--- src/rtl/fetch_pc_unit.sv ---
// -----------------------------------------------------------------------------
// fetch_pc_unit
//
// Instruction-fetch PC sequencer. It issues one instruction-memory request at a
// time, tracks the address of the outstanding request, and hands fetched
// instructions to decode through a single output register that can be held by
// a decode stall. Taken branches and jumps redirect the PC. A response that is
// already in flight when a redirect arrives is thrown away. Redirect targets
// that are not word aligned are rejected and flagged.
//
// Ports
//   clk, rst        : single clock, asynchronous active-high reset
//   branch_taken    : branch comparator result (qualified by br_valid)
//   br_valid        : a conditional branch resolves this cycle
//   br_target       : branch target address
//   jump            : unconditional jump resolves this cycle (wins over branch)
//   jump_target     : jump target address
//   stall           : decode cannot accept; hold the output register
//   imem_req        : instruction memory request
//   imem_addr       : request address (current pc)
//   imem_ready      : memory accepts the request this cycle
//   imem_rvalid     : read data valid
//   imem_rdata      : read data
//   if_valid        : if_pc / if_instr hold a valid fetched instruction
//   if_pc           : PC of the held instruction
//   if_instr        : held instruction (NOP_INSTR when nothing is held)
//   misaligned      : one-cycle pulse, redirect target had addr[1:0] != 0
// -----------------------------------------------------------------------------
module fetch_pc_unit #(
    parameter logic [31:0] RESET_PC  = 32'h0000_0000,
    parameter logic [31:0] NOP_INSTR = 32'h0000_0013
) (
    input  logic        clk,
    input  logic        rst,
    input  logic        branch_taken,
    input  logic        br_valid,
    input  logic [31:0] br_target,
    input  logic        jump,
    input  logic [31:0] jump_target,
    input  logic        stall,
    output logic        imem_req,
    output logic [31:0] imem_addr,
    input  logic        imem_ready,
    input  logic        imem_rvalid,
    input  logic [31:0] imem_rdata,
    output logic        if_valid,
    output logic [31:0] if_pc,
    output logic [31:0] if_instr,
    output logic        misaligned
);

    typedef enum logic [1:0] {
        BOOT = 2'd0,
        REQ  = 2'd1,
        WAIT = 2'd2,
        DROP = 2'd3
    } state_t;

    state_t      state;
    state_t      state_nxt;
    logic [31:0] pc;
    logic [31:0] pc_nxt;
    logic [31:0] inflight_pc;
    logic [31:0] inflight_nxt;
    logic        if_valid_nxt;
    logic [31:0] if_pc_nxt;
    logic [31:0] if_instr_nxt;

    logic        redir_req;
    logic [31:0] target;
    logic        target_ok;
    logic        redirect;
    logic        rsp_take;

    // Word alignment check for redirect targets.
    function automatic logic is_aligned(input logic [31:0] addr);
        return (addr[1:0] == 2'b00);
    endfunction

    // Sequential next-fetch address; wraps naturally at 2^32.
    function automatic logic [31:0] pc_incr(input logic [31:0] addr);
        return addr + 32'd4;
    endfunction

    // Redirect decode: jump wins over a taken branch when both resolve
    // together. A misaligned target kills the redirect completely.
    assign redir_req = jump | (br_valid & branch_taken);
    assign target    = jump ? jump_target : br_target;
    assign target_ok = is_aligned(target);
    assign redirect  = redir_req & target_ok;

    // Gated by rst so the pulse stays low while reset is held, even though
    // the redirect inputs are not under the block's control.
    assign misaligned = redir_req & ~target_ok & ~rst;

    // No new request while decode is holding a valid instruction, otherwise
    // the response could land on top of the held one.
    assign imem_req  = (state == REQ) & ~redirect & ~(if_valid & stall);
    assign imem_addr = pc;

    // A response is only consumed in WAIT; in REQ/BOOT it is stray and in
    // DROP it belongs to a flushed request.
    assign rsp_take = (state == WAIT) & imem_rvalid & ~redirect;

    // -------------------------------------------------------------------------
    // Next-state and PC logic
    // -------------------------------------------------------------------------
    always_comb begin
        state_nxt    = state;
        pc_nxt       = pc;
        inflight_nxt = inflight_pc;

        case (state)
            BOOT: begin
                state_nxt = REQ;
            end
            REQ: begin
                if (imem_req && imem_ready) begin
                    state_nxt    = WAIT;
                    inflight_nxt = pc;
                end
            end
            WAIT: begin
                if (redirect) begin
                    // Response arriving together with the redirect is simply
                    // not used; otherwise wait it out in DROP.
                    state_nxt = imem_rvalid ? REQ : DROP;
                end else if (imem_rvalid) begin
                    state_nxt = REQ;
                    pc_nxt    = pc_incr(inflight_pc);
                end
            end
            DROP: begin
                if (imem_rvalid) begin
                    state_nxt = REQ;
                end
            end
            default: begin
                state_nxt = BOOT;
            end
        endcase

        // Redirect target overrides any sequential update in every state.
        if (redirect) begin
            pc_nxt = target;
        end
    end

    // -------------------------------------------------------------------------
    // Output register next values
    // -------------------------------------------------------------------------
    // A request is only issued when the output register is empty or being
    // drained this cycle, so in WAIT if_valid is always 0 and loading a
    // response can never overwrite an instruction held by stall.
    always_comb begin
        if_valid_nxt = if_valid;
        if_pc_nxt    = if_pc;
        if_instr_nxt = if_instr;

        if (redirect) begin
            if_valid_nxt = 1'b0;
            if_instr_nxt = NOP_INSTR;
        end else if (rsp_take) begin
            if_valid_nxt = 1'b1;
            if_pc_nxt    = inflight_pc;
            if_instr_nxt = imem_rdata;
        end else if (if_valid && !stall) begin
            // Decode consumed the instruction and nothing new arrived.
            if_valid_nxt = 1'b0;
        end
    end

    // -------------------------------------------------------------------------
    // State registers
    // -------------------------------------------------------------------------
    always_ff @(posedge clk or posedge rst) begin
        if (rst) begin
            state       <= BOOT;
            pc          <= RESET_PC;
            inflight_pc <= RESET_PC;
        end else begin
            state       <= state_nxt;
            pc          <= pc_nxt;
            inflight_pc <= inflight_nxt;
        end
    end

    always_ff @(posedge clk or posedge rst) begin
        if (rst) begin
            if_valid <= 1'b0;
            if_pc    <= 32'h0000_0000;
            if_instr <= NOP_INSTR;
        end else begin
            if_valid <= if_valid_nxt;
            if_pc    <= if_pc_nxt;
            if_instr <= if_instr_nxt;
        end
    end

endmodule

--- config.mk ---
export PLATFORM = sky130hd
export DESIGN_NAME = fetch_pc_unit
export DESIGN_NICKNAME = d
export VERILOG_FILES = /design/src/rtl/fetch_pc_unit.sv
export SDC_FILE = /design/constraint.sdc
export NUM_CORES = 1
export LEC_CHECK = 0
export ABC_CLOCK_PERIOD_IN_PS = 13500
export CAP_MARGIN = 10
export CELL_PAD_IN_SITES_DETAIL_PLACEMENT = 1
export CELL_PAD_IN_SITES_GLOBAL_PLACEMENT = 2
export CORE_ASPECT_RATIO = 0.5
export CORE_UTILIZATION = 30
export CTS_CLUSTER_SIZE = 12
export DETAILED_ROUTE_END_ITERATION = 16
export GPL_TIMING_DRIVEN = 0
export PLACE_DENSITY_LB_ADDON = 0.1
export SETUP_SLACK_MARGIN = 0.02
export SLEW_MARGIN = 10
export SYNTH_ARGS = -nofsm -noshare
export SYNTH_HDL_FRONTEND = slang
export SYNTH_SLANG_ARGS = --single-unit
--- constraint.sdc ---
create_clock -name clk -period 13.5 [get_ports clk]
set_input_delay 3.375 -clock clk [delete_from_list [all_inputs] [get_ports clk]]
set_output_delay 3.375 -clock clk [all_outputs]
set_load 0.02 [all_outputs]
# Yosys cells after proc, flatten, opt, wreduce, memory -nomap -nowiden

Cells that the tools add are included.

Add/subtract/negate cells: 1
$mul: 0
Div/mod/pow operators: 0
Order comparisons: 0
Eq/ne operators: 4
Shift operators: 0
Mux-type cells: 14
Bitwise logic cells: 14
Reduce and logical (&&, ||, !) cells: 12

Operators with widths:

| cell                  | number |
|---|---|
| $mux 32               | 6 |
| $add 32x3->32 const B | 1 |
| $and 1x1->1           | 9 |
| $mux 2                | 4 |
| $pmux 2 s4            | 1 |
| $reduce_and 2->1      | 3 |
| $reduce_bool 2->1     | 3 |
| $eq 2x2->1 const B    | 2 |
| $logic_not 2->1       | 2 |
| $not 1->1             | 4 |
| $mux 1                | 3 |
| $reduce_bool 3->1     | 1 |
| $eq 2x1->1 const B    | 1 |
| $logic_and 1x1->1     | 2 |
| $ne 2x1->1 const B    | 1 |
| $logic_not 1->1       | 1 |
| $or 1x1->1            | 1 |

Register bits: 131
Latch bits: 0
Memory bits (writable): 0
Bits in read-only memories: 0
Input port bits: 104
Output and inout port bits: 99
Memories: 0

# Logic depth before layout (Yosys ltp)

Word-level depth: 9
Gate-level depth with buffers: 9
Mapped depth without buffers: 6

# Worst setup path after synthesis

No wires, ideal clock.

Path type: input-to-output
From: input jump
To: output misaligned
Data arrival time: 4.374 ns
Data required time: 10.125 ns
Path slack: 5.751 ns
Stages: 3
Path buffers: 1
Path through: buf_2 nor3b_2 nor4_1

Word-level cells in the longest chain between the ends: 5
Elaborated cells between the ends (all ways): 6

Ends and longest elaborated chain:

| item                        | line | RTL |
|---|---|---|
| start: declaration          | 38   | `input logic jump,` |
| $mux 32                     | 88   | `assign target = jump ? jump_target : br_target;` |
| $logic_not 2->1             | 77   | `return (addr[1:0] == 2'b00);` |
| $not 1->1                   | 94   | `assign misaligned = redir_req & ~target_ok & ~rst;` |
| $and 1x1->1 * (2 in series) | 94   |  |
| end: declaration            | 49   | `output logic misaligned` |

Mark *: on every way between the ends. The rest lies on a longest branch, timed or not.

# Worst setup path after layout

From: input br_valid
To: output imem_req

Word-level cells in the longest chain between the ends: 6

Ends and longest elaborated chain:

| item                      | line | RTL |
|---|---|---|
| start: declaration        | 36   | `input logic br_valid,` |
| $and 1x1->1               | 87   | `assign redir_req = jump \| (br_valid & branch_taken);` |
| $or 1x1->1                | 87   |  |
| $and 1x1->1               | 90   | `assign redirect = redir_req & target_ok;` |
| $not 1->1 (no line)       | -    |  |
| $and 1x1->1 (2 in series) | 98   | `assign imem_req = (state == REQ) & ~redirect & ~(if_valid & stall);` |
| end: declaration          | 41   | `output logic imem_req,` |

Every way passes these cells.

==> reports/metrics.cfg <==
[status]
status = finished, final reports clean

[sta]
fin_crit_sh_pct = 65.11
max_freq_ghz = 0.1138
tightest_slew_ns = 0.9725
final-setup-viol-count = 0
rsz0062_at_grt = no
tns_ns = 0
clock_skew_ns = 0.009486
holdWs_ns = 0.4693
setup_ws_ns = 4.710
finalMaxSlewViolations = 0
slew_headroom_pct = 35.17
hold_viol = 0
min_period_ns = 8.790

[final_layout]
drive_gt1_share_pct = 11.78
stdcell_count = 1115
multiInputGateArea_mm2 = 0.002674
fillCellCount = 2250
nets = 944
layout_commonest_cell = clkdlybuf4s50_1
seqCellArea_mm2 = 0.003282
num_antenna_cells = 0
areaGrowthSynthToFinish_pct = 46.87
layout_common_cells = 201 x clkdlybuf4s50_1, 172 x nand2_1, 128 x dfrtp_1, 38 x a21oi_1, 33 x mux2_2

[critical_path]
path_class = primary input to primary output
startpoint = br_valid
critPathMaxFanout = 10
crit_arrival_ns = 5.41
slowest_delay_ns = 0.64
path_common_cell = clkdlybuf4s50_1
critPathBufInv = 3
required_ns = 10.12
setup.worst_path.end_class = primary output
crit_cells = 6
ff2ff_setup_slack_ns = 11.18
worstPathCellList = clkdlybuf4s50_1, a21oi_1, o21bai_1, buf_2, and4b_1, clkdlybuf4s50_1
critPathTopFamily = buffers and inverters
cpMaxStageDelayCell = clkdlybuf4s50_1
rr_worst_depth = 7
endpoint = imem_req
rr_startpoint = inflight_pc[2]$_DFFE_PP0P_
r2r_end = imem_addr[26]$_DFFE_PP0P_
worst_setup_path_start_kind = primary input

[synthesis]
synthFlopType = dfrtp_1
syn_area_mm2 = 0.006206
ys_warn_count = 0
async_reset_ff_share_pct = 100.0
synth_cell_type_count = 58
yosysTopAreaCellShare_pct = 51.61
synth_nets = 723
avgSynthCellArea_um2 = 10.04
synthTopCellsByArea = dfrtp_1 52%, nand2_1 10%, mux2_2 6.0%
yosysTopAreaCell = dfrtp_1
synth_edf_count = 0
synth_seq_area_share_pct = 52.88
synthCells = 618
ys_ff_latch = 131

[cts]
insertion_delay_ns = 0.42
clockRootBuffer = clkbuf_16
cts_tree = built
cts.path.max_buffers = 2
hold_buffers = 0
post_cts_buffers = 0
cts_buffers = 17
cts.sinks = 131
cts_resized = 0
clkTransAtPathRegs_ns = 0.05
cts.htree.levels = 4

[detailed_routing]
drt_iter0_drc = 172
first_pass_iters = 4
wl_per_cell_um = 19.04
ant_nets = 0
num_vias = 5408
drt-vias-per-instance = 4.850
routed_wl_um = 21230
drc = 0

[pwr]
p_per_area_mw_per_mm2 = 198.9
p_total_mw = 1.813
p_leak_nw = 3.848
max-vdd-ir-drop_mv = 0.09346

[global_routing]
gr-total-overflow = 0
grt_max_degree = 77
grt_pass1_wl_um = 33130
first_global_vias = 5702
grt_use_total_pct = 20.79
antenna_found_initial = 0

[placement]
io_buffers = 201
place.gp.congestion = 0.7751
placed_cells = 1086
dpl_worst_slack_ns = 4.766
hpwl_um = 15560

[die]
die_area_mm2 = 0.02130
die_w_um = 205.4
rows = 36
die_y_um = 103.7
start_util_pct = 31.24
io_pins = 203
core_mm2 = 0.01986

[min_path]
worst_hold_path_type = flip-flop to flip-flop
hold_path_depth = 2

[job]
cap_violations = 0

## cell families (layout without fill, tap and decap cells)
| family | Yosys count | in the layout | synth area share, % |
|---|---|---|---|
| AO/OA/AOI/OAI | 97 | 97 | 9.778 |
| XOR/XNOR | 24 | 24 | 3.387 |
| adder cells (fa/ha/maj) | 1 | 1 | 0.2016 |
| buffers and inverters | 48 | 279 | 4.133 |
| flip-flops | 131 | 131 | 52.88 |
| multiplexers | 61 | 61 | 10.50 |
| AND/OR/NAND/NOR | 256 | 256 | 19.11 |
## metrics by stage
stage,area [um2],util [%]
final,9115,45.89
after global placement,8551,43.05
after CTS,9109,45.86
after floorplan,6206,-
after detailed placement,8583,43.21
after global routing,9115,45.89
## cells in the mapped netlist (2+ instances only)
master	count
nand4_2	2
buf_6	3
dfstp_2	3
buf_4	5
o22ai_1	5
nand2_1	172
nor3b_2	2
o21ai_1	3
buf_1	5
a211oi_1	6
nor4_2	2
mux2i_1	28
clkbuf_8	3
nor2b_1	2
nand3_1	16
dfrtp_1	128
nor4_4	3
nor3_1	15
buf_2	4
o31ai_1	2
a21oi_1	38
o21a_1	3
xnor2_1	18
and4_1	2
o221ai_2	2
mux2_2	33
xor2_1	6
inv_1	5
a221oi_1	2
o21ai_0	15
nor2_1	22
a31oi_1	10
clkbuf_1	23
o221ai_1	2
nand4_1	4
and3_2	2
## routing by layer
metal / track usage (%) / up-vias / wire length [um]
li1: - / 2557 / -
met1: 28.19 / 2720 / 9948
met2: 32.36 / 118 / 9756
met3: 6.671 / 13 / 1398
met4: 4.180 / 0 / 124
met5: 0 / - / 0
## registers in the layout (all words and copies together) (netlist names)
| signal | count |
|---|---|
| inflight_pc | 32 |
| state | 2 |
| imem_addr | 32 |
| if_pc | 32 |
| if_instr | 32 |
| if_valid | 1 |
## final cells by class
cell class                      count  share of cell area, %
Multi-Input combinational cell    439                  29.33
Clock buffer                       23                  5.134
Inverter                            5                 0.2608
Timing Repair Buffer              202                  22.37
Clock inverter                      6                 0.6314
Buffer                             43                  2.608
Sequential cell                   131                  36.01
Tap cell                          266                  3.651
## worst min-delay path by stage
stage	startpoint	end	slack (ns)
after floorplan	inflight_pc[0]$_DFFE_PP0P_	if_pc[0]$_DFFE_PP0P_	0.46
after global placement	if_pc[18]$_DFFE_PP0P_	if_pc[18]$_DFFE_PP0P_	0.46
after detailed placement	if_pc[21]$_DFFE_PP0P_	if_pc[21]$_DFFE_PP0P_	0.47
after CTS	if_pc[21]$_DFFE_PP0P_	if_pc[21]$_DFFE_PP0P_	0.48
after global routing	if_pc[27]$_DFFE_PP0P_	if_pc[27]$_DFFE_PP0P_	0.50
final	if_pc[21]$_DFFE_PP0P_	if_pc[21]$_DFFE_PP0P_	0.47
## power by group
group          total [mW]  switching (mW)  internal (mW)
Sequential          0.676           0.134          0.542
Clock               0.426           0.168          0.258
Combinational       0.711           0.360          0.351
## worst register-to-register path, delay by kind of cell, from the launching register on
| kind | cells | cell delay [ns] |
|---|---|---|
| AO/OA/AOI/OAI | 2 | 0.33 |
| flip-flops | 1 | 0.48 |
| adder cells (fa/ha/maj) | 1 | 0.31 |
| buffers and inverters | 1 | 0.20 |
| AND/OR/NAND/NOR | 3 | 0.87 |
Note: power is estimated with default switching activity, not from simulation.
